--- src/rtl/evo_truth_table_tester_pkg.sv ---
// Shared types and constants for the evolved-circuit truth-table tester.
package evo_test_pkg;

    typedef enum logic [1:0] {
        IDLE   = 2'd0,
        SETTLE = 2'd1,
        SAMPLE = 2'd2,
        DONE   = 2'd3
    } state_t;

    localparam int DEF_IN_W          = 2;
    localparam int DEF_SETTLE_CYCLES = 16;
    localparam int DEF_SAMPLES       = 4;

    // Reflected binary Gray code: consecutive codes differ in exactly one bit.
    function automatic logic [31:0] bin2gray(input logic [31:0] bin);
        return bin ^ (bin >> 5'd1);
    endfunction

endpackage

--- src/rtl/evo_truth_table_tester_if.sv ---
// Control/status bundle between the test sequencer and the truth-table tester.
interface evo_truth_table_tester_if #(
    parameter int IN_W = 2
);
    localparam int TBL_W = 1 << IN_W;

    logic             start;
    logic [TBL_W-1:0] expected;
    logic             busy;
    logic             done;
    logic [TBL_W-1:0] result;
    logic [TBL_W-1:0] unstable;
    logic             pass;

    modport master (
        output start, expected,
        input  busy, done, result, unstable, pass
    );

    modport slave (
        input  start, expected,
        output busy, done, result, unstable, pass
    );

endinterface

--- src/rtl/evo_truth_table_tester_sync_2ff.sv ---
// Single-bit two-flop synchronizer for the asynchronous circuit-under-test output.
module sync_2ff (
    input  logic clk,
    input  logic rst_n,
    input  logic d,
    output logic q
);

    logic meta_r;
    logic sync_r;

    // Two-stage capture of the asynchronous input.
    always_ff @(posedge clk or negedge rst_n) begin
        if (!rst_n) begin
            meta_r <= 1'b0;
            sync_r <= 1'b0;
        end else begin
            meta_r <= d;
            sync_r <= meta_r;
        end
    end

    assign q = sync_r;

endmodule

--- src/rtl/evo_truth_table_tester.sv ---
// Steps an evolved circuit through all input vectors and records its truth table.
// Optional EVO_TESTER_GRAY_ORDER_EN walks the vectors in Gray order instead of binary.
module evo_truth_table_tester
    import evo_test_pkg::*;
#(
    parameter int IN_W          = DEF_IN_W,
    parameter int SETTLE_CYCLES = DEF_SETTLE_CYCLES,
    parameter int SAMPLES       = DEF_SAMPLES
) (
    input  logic                      clk,
    input  logic                      rst_n,
    evo_truth_table_tester_if.slave   ctrl,
    output logic [IN_W-1:0]           dut_in,
    input  logic                      dut_out
);

    localparam int TBL_W     = 1 << IN_W;
    localparam int STEP_W    = $clog2(TBL_W) + 1;
    localparam int LAST_STEP = TBL_W - 1;
    localparam int CNT_MAX   = (SETTLE_CYCLES > SAMPLES) ? SETTLE_CYCLES : SAMPLES;
    localparam int CNT_W     = $clog2(CNT_MAX) + 1;

    if (SETTLE_CYCLES < 3) begin : g_bad_settle
        $error("SETTLE_CYCLES must be at least 3 to cover synchronizer latency");
    end
    if (SAMPLES < 1) begin : g_bad_samples
        $error("SAMPLES must be at least 1");
    end

    state_t             state_r;
    logic [STEP_W-1:0]  step_r;
    logic [CNT_W-1:0]   cnt_r;
    logic               busy_r;
    logic               done_r;
    logic               pass_r;
    logic [TBL_W-1:0]   result_r;
    logic [TBL_W-1:0]   unstable_r;
    logic [IN_W-1:0]    dut_in_r;

    logic               sample_s;
    logic [IN_W-1:0]    vec_s;
    logic               first_s;
    logic               later_miss_s;
    logic [TBL_W-1:0]   res_nxt_s;
    logic [TBL_W-1:0]   uns_nxt_s;
    logic               pass_nxt_s;

    // Map a step index to the input vector applied for it.
    function automatic logic [IN_W-1:0] vec_of(input logic [STEP_W-1:0] s);
`ifdef EVO_TESTER_GRAY_ORDER_EN
        return IN_W'(bin2gray(32'(s)));
`else
        return s[IN_W-1:0];
`endif
    endfunction

    sync_2ff u_sync (
        .clk   (clk),
        .rst_n (rst_n),
        .d     (dut_out),
        .q     (sample_s)
    );

    assign vec_s        = vec_of(step_r);
    assign first_s      = (state_r == SAMPLE) && (cnt_r == CNT_W'(0));
    assign later_miss_s = (state_r == SAMPLE) && (cnt_r != CNT_W'(0)) &&
                          (sample_s != result_r[vec_s]);

    // Table contents after this cycle's sample, so pass can see the final sample.
    always_comb begin
        res_nxt_s = result_r;
        uns_nxt_s = unstable_r;
        if (first_s) begin
            res_nxt_s[vec_s] = sample_s;
        end else begin
            res_nxt_s[vec_s] = result_r[vec_s];
        end
        if (later_miss_s) begin
            uns_nxt_s[vec_s] = 1'b1;
        end else begin
            uns_nxt_s[vec_s] = unstable_r[vec_s];
        end
    end

    assign pass_nxt_s = (res_nxt_s == ctrl.expected) && (uns_nxt_s == TBL_W'(0));

    // Run sequencer: settle, sample, advance, report.
    always_ff @(posedge clk or negedge rst_n) begin
        if (!rst_n) begin
            state_r    <= IDLE;
            step_r     <= STEP_W'(0);
            cnt_r      <= CNT_W'(0);
            busy_r     <= 1'b0;
            done_r     <= 1'b0;
            pass_r     <= 1'b0;
            result_r   <= TBL_W'(0);
            unstable_r <= TBL_W'(0);
            dut_in_r   <= IN_W'(0);
        end else begin
            case (state_r)
                IDLE: begin
                    done_r   <= 1'b0;
                    dut_in_r <= IN_W'(0);
                    if (ctrl.start) begin
                        result_r   <= TBL_W'(0);
                        unstable_r <= TBL_W'(0);
                        pass_r     <= 1'b0;
                        step_r     <= STEP_W'(0);
                        cnt_r      <= CNT_W'(0);
                        dut_in_r   <= vec_of(STEP_W'(0));
                        busy_r     <= 1'b1;
                        state_r    <= SETTLE;
                    end else begin
                        busy_r <= 1'b0;
                    end
                end
                SETTLE: begin
                    if (cnt_r == CNT_W'(SETTLE_CYCLES - 1)) begin
                        cnt_r   <= CNT_W'(0);
                        state_r <= SAMPLE;
                    end else begin
                        cnt_r <= cnt_r + CNT_W'(1);
                    end
                end
                SAMPLE: begin
                    result_r   <= res_nxt_s;
                    unstable_r <= uns_nxt_s;
                    if (cnt_r == CNT_W'(SAMPLES - 1)) begin
                        cnt_r <= CNT_W'(0);
                        if (step_r == STEP_W'(LAST_STEP)) begin
                            done_r  <= 1'b1;
                            busy_r  <= 1'b0;
                            pass_r  <= pass_nxt_s;
                            state_r <= DONE;
                        end else begin
                            step_r   <= step_r + STEP_W'(1);
                            dut_in_r <= vec_of(step_r + STEP_W'(1));
                            state_r  <= SETTLE;
                        end
                    end else begin
                        cnt_r <= cnt_r + CNT_W'(1);
                    end
                end
                DONE: begin
                    done_r   <= 1'b0;
                    dut_in_r <= IN_W'(0);
                    state_r  <= IDLE;
                end
                default: begin
                    busy_r  <= 1'b0;
                    done_r  <= 1'b0;
                    state_r <= IDLE;
                end
            endcase
        end
    end

    assign dut_in        = dut_in_r;
    assign ctrl.busy     = busy_r;
    assign ctrl.done     = done_r;
    assign ctrl.pass     = pass_r;
    assign ctrl.result   = result_r;
    assign ctrl.unstable = unstable_r;

endmodule

--- src/flat_wrapper.sv ---
// flat-port wrapper written by rule: the top's interface ports become plain ports
module evo_truth_table_tester_flat import evo_test_pkg::*;
#(
    parameter int IN_W          = DEF_IN_W,
    parameter int SETTLE_CYCLES = DEF_SETTLE_CYCLES,
    parameter int SAMPLES       = DEF_SAMPLES
)
  (clk, rst_n, dut_in, dut_out, ctrl_start, ctrl_expected, ctrl_busy, ctrl_done, ctrl_result, ctrl_unstable, ctrl_pass);
  evo_truth_table_tester_if #(.IN_W(IN_W)) ctrl_i ();
  input  logic clk;
  input  logic rst_n;
  output logic [IN_W-1:0] dut_in;
  input  logic dut_out;
  input wire logic [$bits(ctrl_i.start)-1:0] ctrl_start;
  input wire logic [$bits(ctrl_i.expected)-1:0] ctrl_expected;
  output wire logic [$bits(ctrl_i.busy)-1:0] ctrl_busy;
  output wire logic [$bits(ctrl_i.done)-1:0] ctrl_done;
  output wire logic [$bits(ctrl_i.result)-1:0] ctrl_result;
  output wire logic [$bits(ctrl_i.unstable)-1:0] ctrl_unstable;
  output wire logic [$bits(ctrl_i.pass)-1:0] ctrl_pass;
  assign ctrl_i.start = ctrl_start;
  assign ctrl_i.expected = ctrl_expected;
  assign ctrl_busy = ctrl_i.busy;
  assign ctrl_done = ctrl_i.done;
  assign ctrl_result = ctrl_i.result;
  assign ctrl_unstable = ctrl_i.unstable;
  assign ctrl_pass = ctrl_i.pass;
  evo_truth_table_tester #(.IN_W(IN_W), .SETTLE_CYCLES(SETTLE_CYCLES), .SAMPLES(SAMPLES)) u_core (.clk(clk), .rst_n(rst_n), .ctrl(ctrl_i), .dut_in(dut_in), .dut_out(dut_out));
endmodule
--- config.mk ---
export PLATFORM = sky130hd
export DESIGN_NAME = evo_truth_table_tester_flat
export DESIGN_NICKNAME = d
export VERILOG_FILES = /design/src/rtl/evo_truth_table_tester_pkg.sv /design/src/rtl/evo_truth_table_tester_if.sv /design/src/rtl/evo_truth_table_tester_sync_2ff.sv /design/src/rtl/evo_truth_table_tester.sv /design/src/flat_wrapper.sv
export SDC_FILE = /design/constraint.sdc
export NUM_CORES = 1
export LEC_CHECK = 0
export CORE_MARGIN = 2
export CORE_UTILIZATION = 37
export CTS_BUF_LIST = sky130_fd_sc_hd__clkbuf_8 sky130_fd_sc_hd__clkbuf_16
export DETAILED_ROUTE_END_ITERATION = 10
export GPL_TIMING_DRIVEN = 1
export PLACE_DENSITY = 0.55
export SLEW_MARGIN = 20
export SYNTH_ARGS = -nofsm -noshare
export SYNTH_HDL_FRONTEND = slang
export SYNTH_SLANG_ARGS = --single-unit
export TNS_END_PERCENT = 10
--- constraint.sdc ---
create_clock -name clk -period 3.05 [get_ports clk]
set_clock_uncertainty 0.2 [all_clocks]
set_input_delay 0.4575 -clock clk [delete_from_list [all_inputs] [get_ports clk]]
set_output_delay 0.4575 -clock clk [all_outputs]
set_load 0.02 [all_outputs]
* Word level (Yosys, flattened, before mapping) *
Cells that the tools add are included.

cells by class
  add/subtract/negate cells = 2
  magnitude comparators = 2
  equality and inequality tests = 13
  mux-type cells = 41
  bitwise operators = 1
  reductions and logical operators = 21

operators with widths
  operator                                       number
  case mux 4 bit (2 select lines)                2
  two-way mux 5 bit                              3
  case mux 5 bit (3 select lines)                1
  bitwise mux 4 bit                              3
  two-way mux 2 bit                              6
  two-way mux 4 bit                              3
  AND reduction 3 bit                            4
  two-way mux 1 bit                              11
  two-way mux 3 bit                              3
  inequality test 2 bit, second input constant   4
  case mux 2 bit (4 select lines)                1
  AND reduction 4 bit                            2
  case mux 1 bit (2 select lines)                3
  case mux 3 bit (2 select lines)                1
  adder 5 x 1 -> 5 bit, second input constant    1
  == test 5 x 2 -> 1 bit, second input constant  1
  == test 5 x 4 -> 1 bit, second input constant  1
  logical AND 1 bit                              5
  zero test 5 bit                                1
  nonzero test 5 bit                             1
  binary-select mux 1 bit (select 2 bit)         2
  == test 2 bit, second input constant           2
  == test 4 bit                                  1
  zero test 4 bit                                1
  other kinds (15)                               17

word-level totals
  bits in registers = 25
  input port bits = 8
  word-level logic and storage cells = 91

* Logic depth before layout (Yosys ltp) *
  depth in word-level cells = 11
  mapped depth = 10
  gate-level depth less buffers = 8

* Modules after synthesis *
A second synthesis with hierarchy kept.

second synthesis, totals
  cells, all modules = 189
  area, all modules = 1742.9 um^2

by module, submodules not included
  module                  instances  cells an instance  area each (um^2)  seq. area each (um^2)
  evo_truth_table_tester  1          187                1692.9            575.6
  sync_2ff                1          2                  50.0              50.0

* Worst setup path after synthesis *
Ideal clock, no wire load.

  kind = reg-to-reg
  start = register u_core.step_r[0]
  end = register u_core.pass_r, in the netlist u_core.ctrl.pass
  arrival = 2.018 ns
  required time = 2.758 ns
  slack = 0.740 ns
  stages on the path, launching flop included = 11
  buffers on the path = 2
  clock period less this slack = 2.310 ns
  cell sequence = dfrtp_1 > buf_6 > inv_1 > ha_1 > buf_4 > inv_2 > a222oi_1 > nand2_1 > a2111oi_4 > o2111ai_1 > o31ai_2

on the way
  cells in the longest elaborated chain, start to end = 11
  elaborated cells on any way between the ends = 26
  classes of those cells = order compare: 2; eq/ne: 4; mux: 14; bitwise: 1; reduce/logical: 5

ends and longest elaborated chain
  what                                                                                                                    line                                                        RTL
  start: declaration                                                                                                      evo_truth_table_tester.sv:31                                logic [STEP_W-1:0] step_r;
  start signal: assignment                                                                                                evo_truth_table_tester.sv:136                               step_r <= step_r + STEP_W'(1);
  < comparator 2 x 3 -> 1 bit (not written as such) / greater-or-equal comparator 2 x 1 -> 1 bit (equally long branches)  -
  logical AND 1 bit (not written as such)                                                                                 -
  two-way mux 1 bit (not written as such)                                                                                 -
  demux 1 bit (select 2 bit)                                                                                              -
  bitwise mux 4 bit (tied with other cells)                                                                               evo_truth_table_tester.sv:76                                res_nxt_s[vec_s] = result_r[vec_s];
  two-way mux 4 bit (on tied branches)                                                                                    evo_truth_table_tester.sv:73, evo_truth_table_tester.sv:78
  == test 4 bit / zero test 4 bit (equally long branches)                                                                 evo_truth_table_tester.sv:85                                assign pass_nxt_s = (res_nxt_s == ctrl.expected) && (uns_nxt_s == TBL_W'(0));
  logical AND 1 bit                                                                                                       evo_truth_table_tester.sv:85
  two-way mux 1 bit                                                                                                       evo_truth_table_tester.sv:130                               if (step_r == STEP_W'(LAST_STEP)) begin
  two-way mux 1 bit                                                                                                       evo_truth_table_tester.sv:128                               if (cnt_r == CNT_W'(SAMPLES - 1)) begin
  case mux 1 bit (2 select lines)                                                                                         evo_truth_table_tester.sv:100                               case (state_r)
  end signal: assignment                                                                                                  evo_truth_table_tester.sv:133                               pass_r <= pass_nxt_s;
  end: declaration                                                                                                        evo_truth_table_tester.sv:35                                logic pass_r;

Parallel ways exist; a longest one is shown, timed or not. The select of a mux whose other input is x is not followed.
A chain may end at the register's enable or synchronous reset.

* Worst setup path in the final report *
Same ends and word-level chain as after synthesis.

==> flow_summary.toml <==
[logic_synthesis]
synth_cell_types = 47
synthFlopType = "dfrtp_1"
synthArstFlopShare = 1.00
synth_edf_count = 0
syn-mean-instance-area_sq_um = 8.78
synth-seq-cells = 25
syn_area_sq_mm = 0.00193
seq_area_frac_synth = 0.324
syn_nets = 241
yosys_warnings = 0
synthCells = 220

[setup_path]
endpoint_kind = "flop"
reg2reg_depth = 8
startpoint = "u_core.step_r[0]"
timing.rr.start = "u_core.step_r[0]"
cp_num_buf_inv = 2
path_cells = "inv_1 -> ha_1 -> inv_2 -> a222oi_1 -> nand2_1 -> a2111oi_4 -> o2111ai_1 -> o31ai_2"
path_class = "reg2reg"
start_kind = "flop"
path_delay_family = "compound AO/OA/AOI/OAI gates"
reg2reg_to = "u_core.ctrl.pass"
required_ps = 3040
reg2reg_slack_ps = 420
critPathSlowestCell = "dfrtp_1"
arrival_ps = 2620
cp_max_fo = 10
slowest_delay_ps = 500

[grt]
track_usage = 0.178
grt_pass1_vias = 1603
grt_pass1_wl_microns = 8410
antenna_found_initial = 0
gr-total-overflow = 0
grt_max_degree = 26

[route]
ant_nets = 0
wl_per_cell_microns = 16.0
firstDrtPassIters = 5
routed_via_density = 5.62
drc = 0
drt_iter0_drc = 140
routed_wirelength_microns = 4920
vias = 1726

[sta]
slew_headroom = 0.545
final-setup-viol-count = 0
rsz0062_at_grt = "false"
drv_slew = 0
tns_ps = 0
setup_ws_ps = 416
fin_crit_ps = 2630
fmax_ghz = 0.380
hold_viol_final = 0
tightest_slew_ps = 680
min_period_over_period = 0.864

[floorplan]
dieArea_sq_mm = 0.00581
num_rows = 26
floorplan.initialDensity = 0.380
ios = 21
die_height_microns = 76.2
coreArea_sq_mm = 0.00507
die_x_microns = 76.2

[placement]
place_ws_ps = 422
hpwlAfterDp_microns = 3620
io_buffer_count = 20
place_congestion = 0.868

[layout]
final_common_cell = "dfrtp_1"
final.fill_count = 527
layout.nets = 259
layout-drive-gt1-share = 0.0886
area_delta_synth_final_pct = 16.0
diodes = 0
fin_util = 0.441
mostFrequentLayoutCells = "dfrtp_1, clkdlybuf4s50_1, inv_1, nand2_1, o21ai_1"

[clock_network]
cts_setup_buffers = 0
cts_max_level = 1
post_cts_resized = 0
clk_latency_ps = 270
clk_pin_slew_ps = 90
max-clock-path-buffers = 2
cts_hold_buffers = 0
cts.root.buffer_cell = "clkbuf_8"
numCtsBuffers = 3
tritoncts = "yes"
clock_sinks = 25

[hold_path]
min_to = "u_core.u_sync.q"
hold_class = "reg2reg"
hold_path_depth = 0
hold_start = "u_core.u_sync.meta_r"

[power_and_ir_drop]
vdd_drop_max_mv = 0.398
p_switching_mw = 1.01
p_int_mw = 1.02
p_sw_frac = 0.497
p_clk_frac = 0.098
p_per_area_mw_per_mm2 = 908
p_leak_nw = 0.900
total_power_mw = 2.03
combPwrFrac = 0.631
power_frac_seq = 0.270

[run]
max-cap-violations = 0

[status]
status = "completed"
## worst max path at each step
| stage | endpoint | cells past startpoint | slack, ps |
|---|---|---|---|
| after floorplan | u_core.ctrl.pass | 10 | 740 |
| after global placement | u_core.ctrl.pass | 8 | 490 |
| after detailed placement | u_core.ctrl.pass | 8 | 420 |
| after CTS | u_core.ctrl.pass | 8 | 400 |
| after global routing | u_core.ctrl.pass | 8 | 190 |
| final | u_core.ctrl.pass | 8 | 420 |
## flip-flops by register name, summed over array words and instances (netlist names), 2 cells and up
| register | cells |
|---|---|
| u_core.cnt_r | 5 |
| u_core.ctrl.result | 4 |
| u_core.ctrl.unstable | 4 |
| u_core.dut_in | 2 |
| u_core.state_r | 2 |
| u_core.step_r | 3 |
## routing by layer
layer,GRT usage,wire (microns),vias to the layer above
met5,0,0,-
met4,0.0364,21,0
met3,0.0261,170,2
met2,0.276,2310,36
met1,0.264,2420,843
li1,-,-,845
## synthesized netlist by cell type, types with 2 or more instances
cell	number	area, sq um
o22ai_1	5	31.3
xnor2_1	5	43.8
and2_1	2	12.5
mux4_2	3	67.6
o21ai_0	12	60.1
a31oi_1	5	31.3
nor2b_1	5	31.3
ha_1	13	163
nand2b_1	3	18.8
inv_1	18	67.6
dfrtp_1	25	626
a21o_1	2	15.0
nand2_1	19	71.3
nor2_1	5	18.8
nor3_1	5	25.0
inv_2	3	11.3
nand3_1	14	70.1
a221o_1	4	40.0
buf_4	2	15.0
a22oi_1	3	22.5
a32oi_1	3	26.3
a21oi_1	13	65.1
o211ai_1	3	22.5
and3_1	4	25.0
o21ai_1	15	75.1
clkbuf_1	8	30.0
## cell families after synthesis
group / after synthesis / share of synthesized area
AOI/OAI and AO/OA: 79 / 0.286
xor gates and xnor gates: 7 / 0.0356
adders and majority gates: 13 / 0.0843
buffers and inverters: 33 / 0.0726
DFF: 25 / 0.324
muxes: 4 / 0.0402
and+or+nand+nor: 59 / 0.157
## power by group through the flow
| stage | Sequential, mW | Clock [mW] | Combinational [mW] |
|---|---|---|---|
| 3_5_place_dp | 0.555 | 0 | 1.27 |
| 3_3_place_gp | 0.556 | 0 | 1.29 |
| 6_report | 0.550 | 0.200 | 1.28 |
| 4_1_cts | 0.549 | 0.210 | 1.28 |
| 5_1_grt | 0.569 | 0.223 | 1.41 |
| 2_1_floorplan | 0.578 | 0 | 0.866 |
## per-stage QoR
step                      hold WS, ps  cells  area (sq um)
after global placement            140    303          2190
after global routing              176    307          2240
after floorplan                 -38.1    220          1930
final                             155    307          2240
after CTS                         159    307          2240
after detailed placement          145    303          2190
## layout make-up
| class | count | area (sq um) | share of cell area |
|---|---|---|---|
| Multi-Input combinational cell | 162 | 1160 | 0.520 |
| Sequential cell | 25 | 626 | 0.279 |
| Timing Repair Buffer | 25 | 238 | 0.106 |
| Tap cell | 70 | 87.6 | 0.0391 |
| Inverter | 21 | 78.8 | 0.0352 |
| Clock buffer | 3 | 41.3 | 0.0184 |
| Clock inverter | 1 | 3.75 | 0.00168 |
Note: power is estimated with default switching activity, not from simulation.
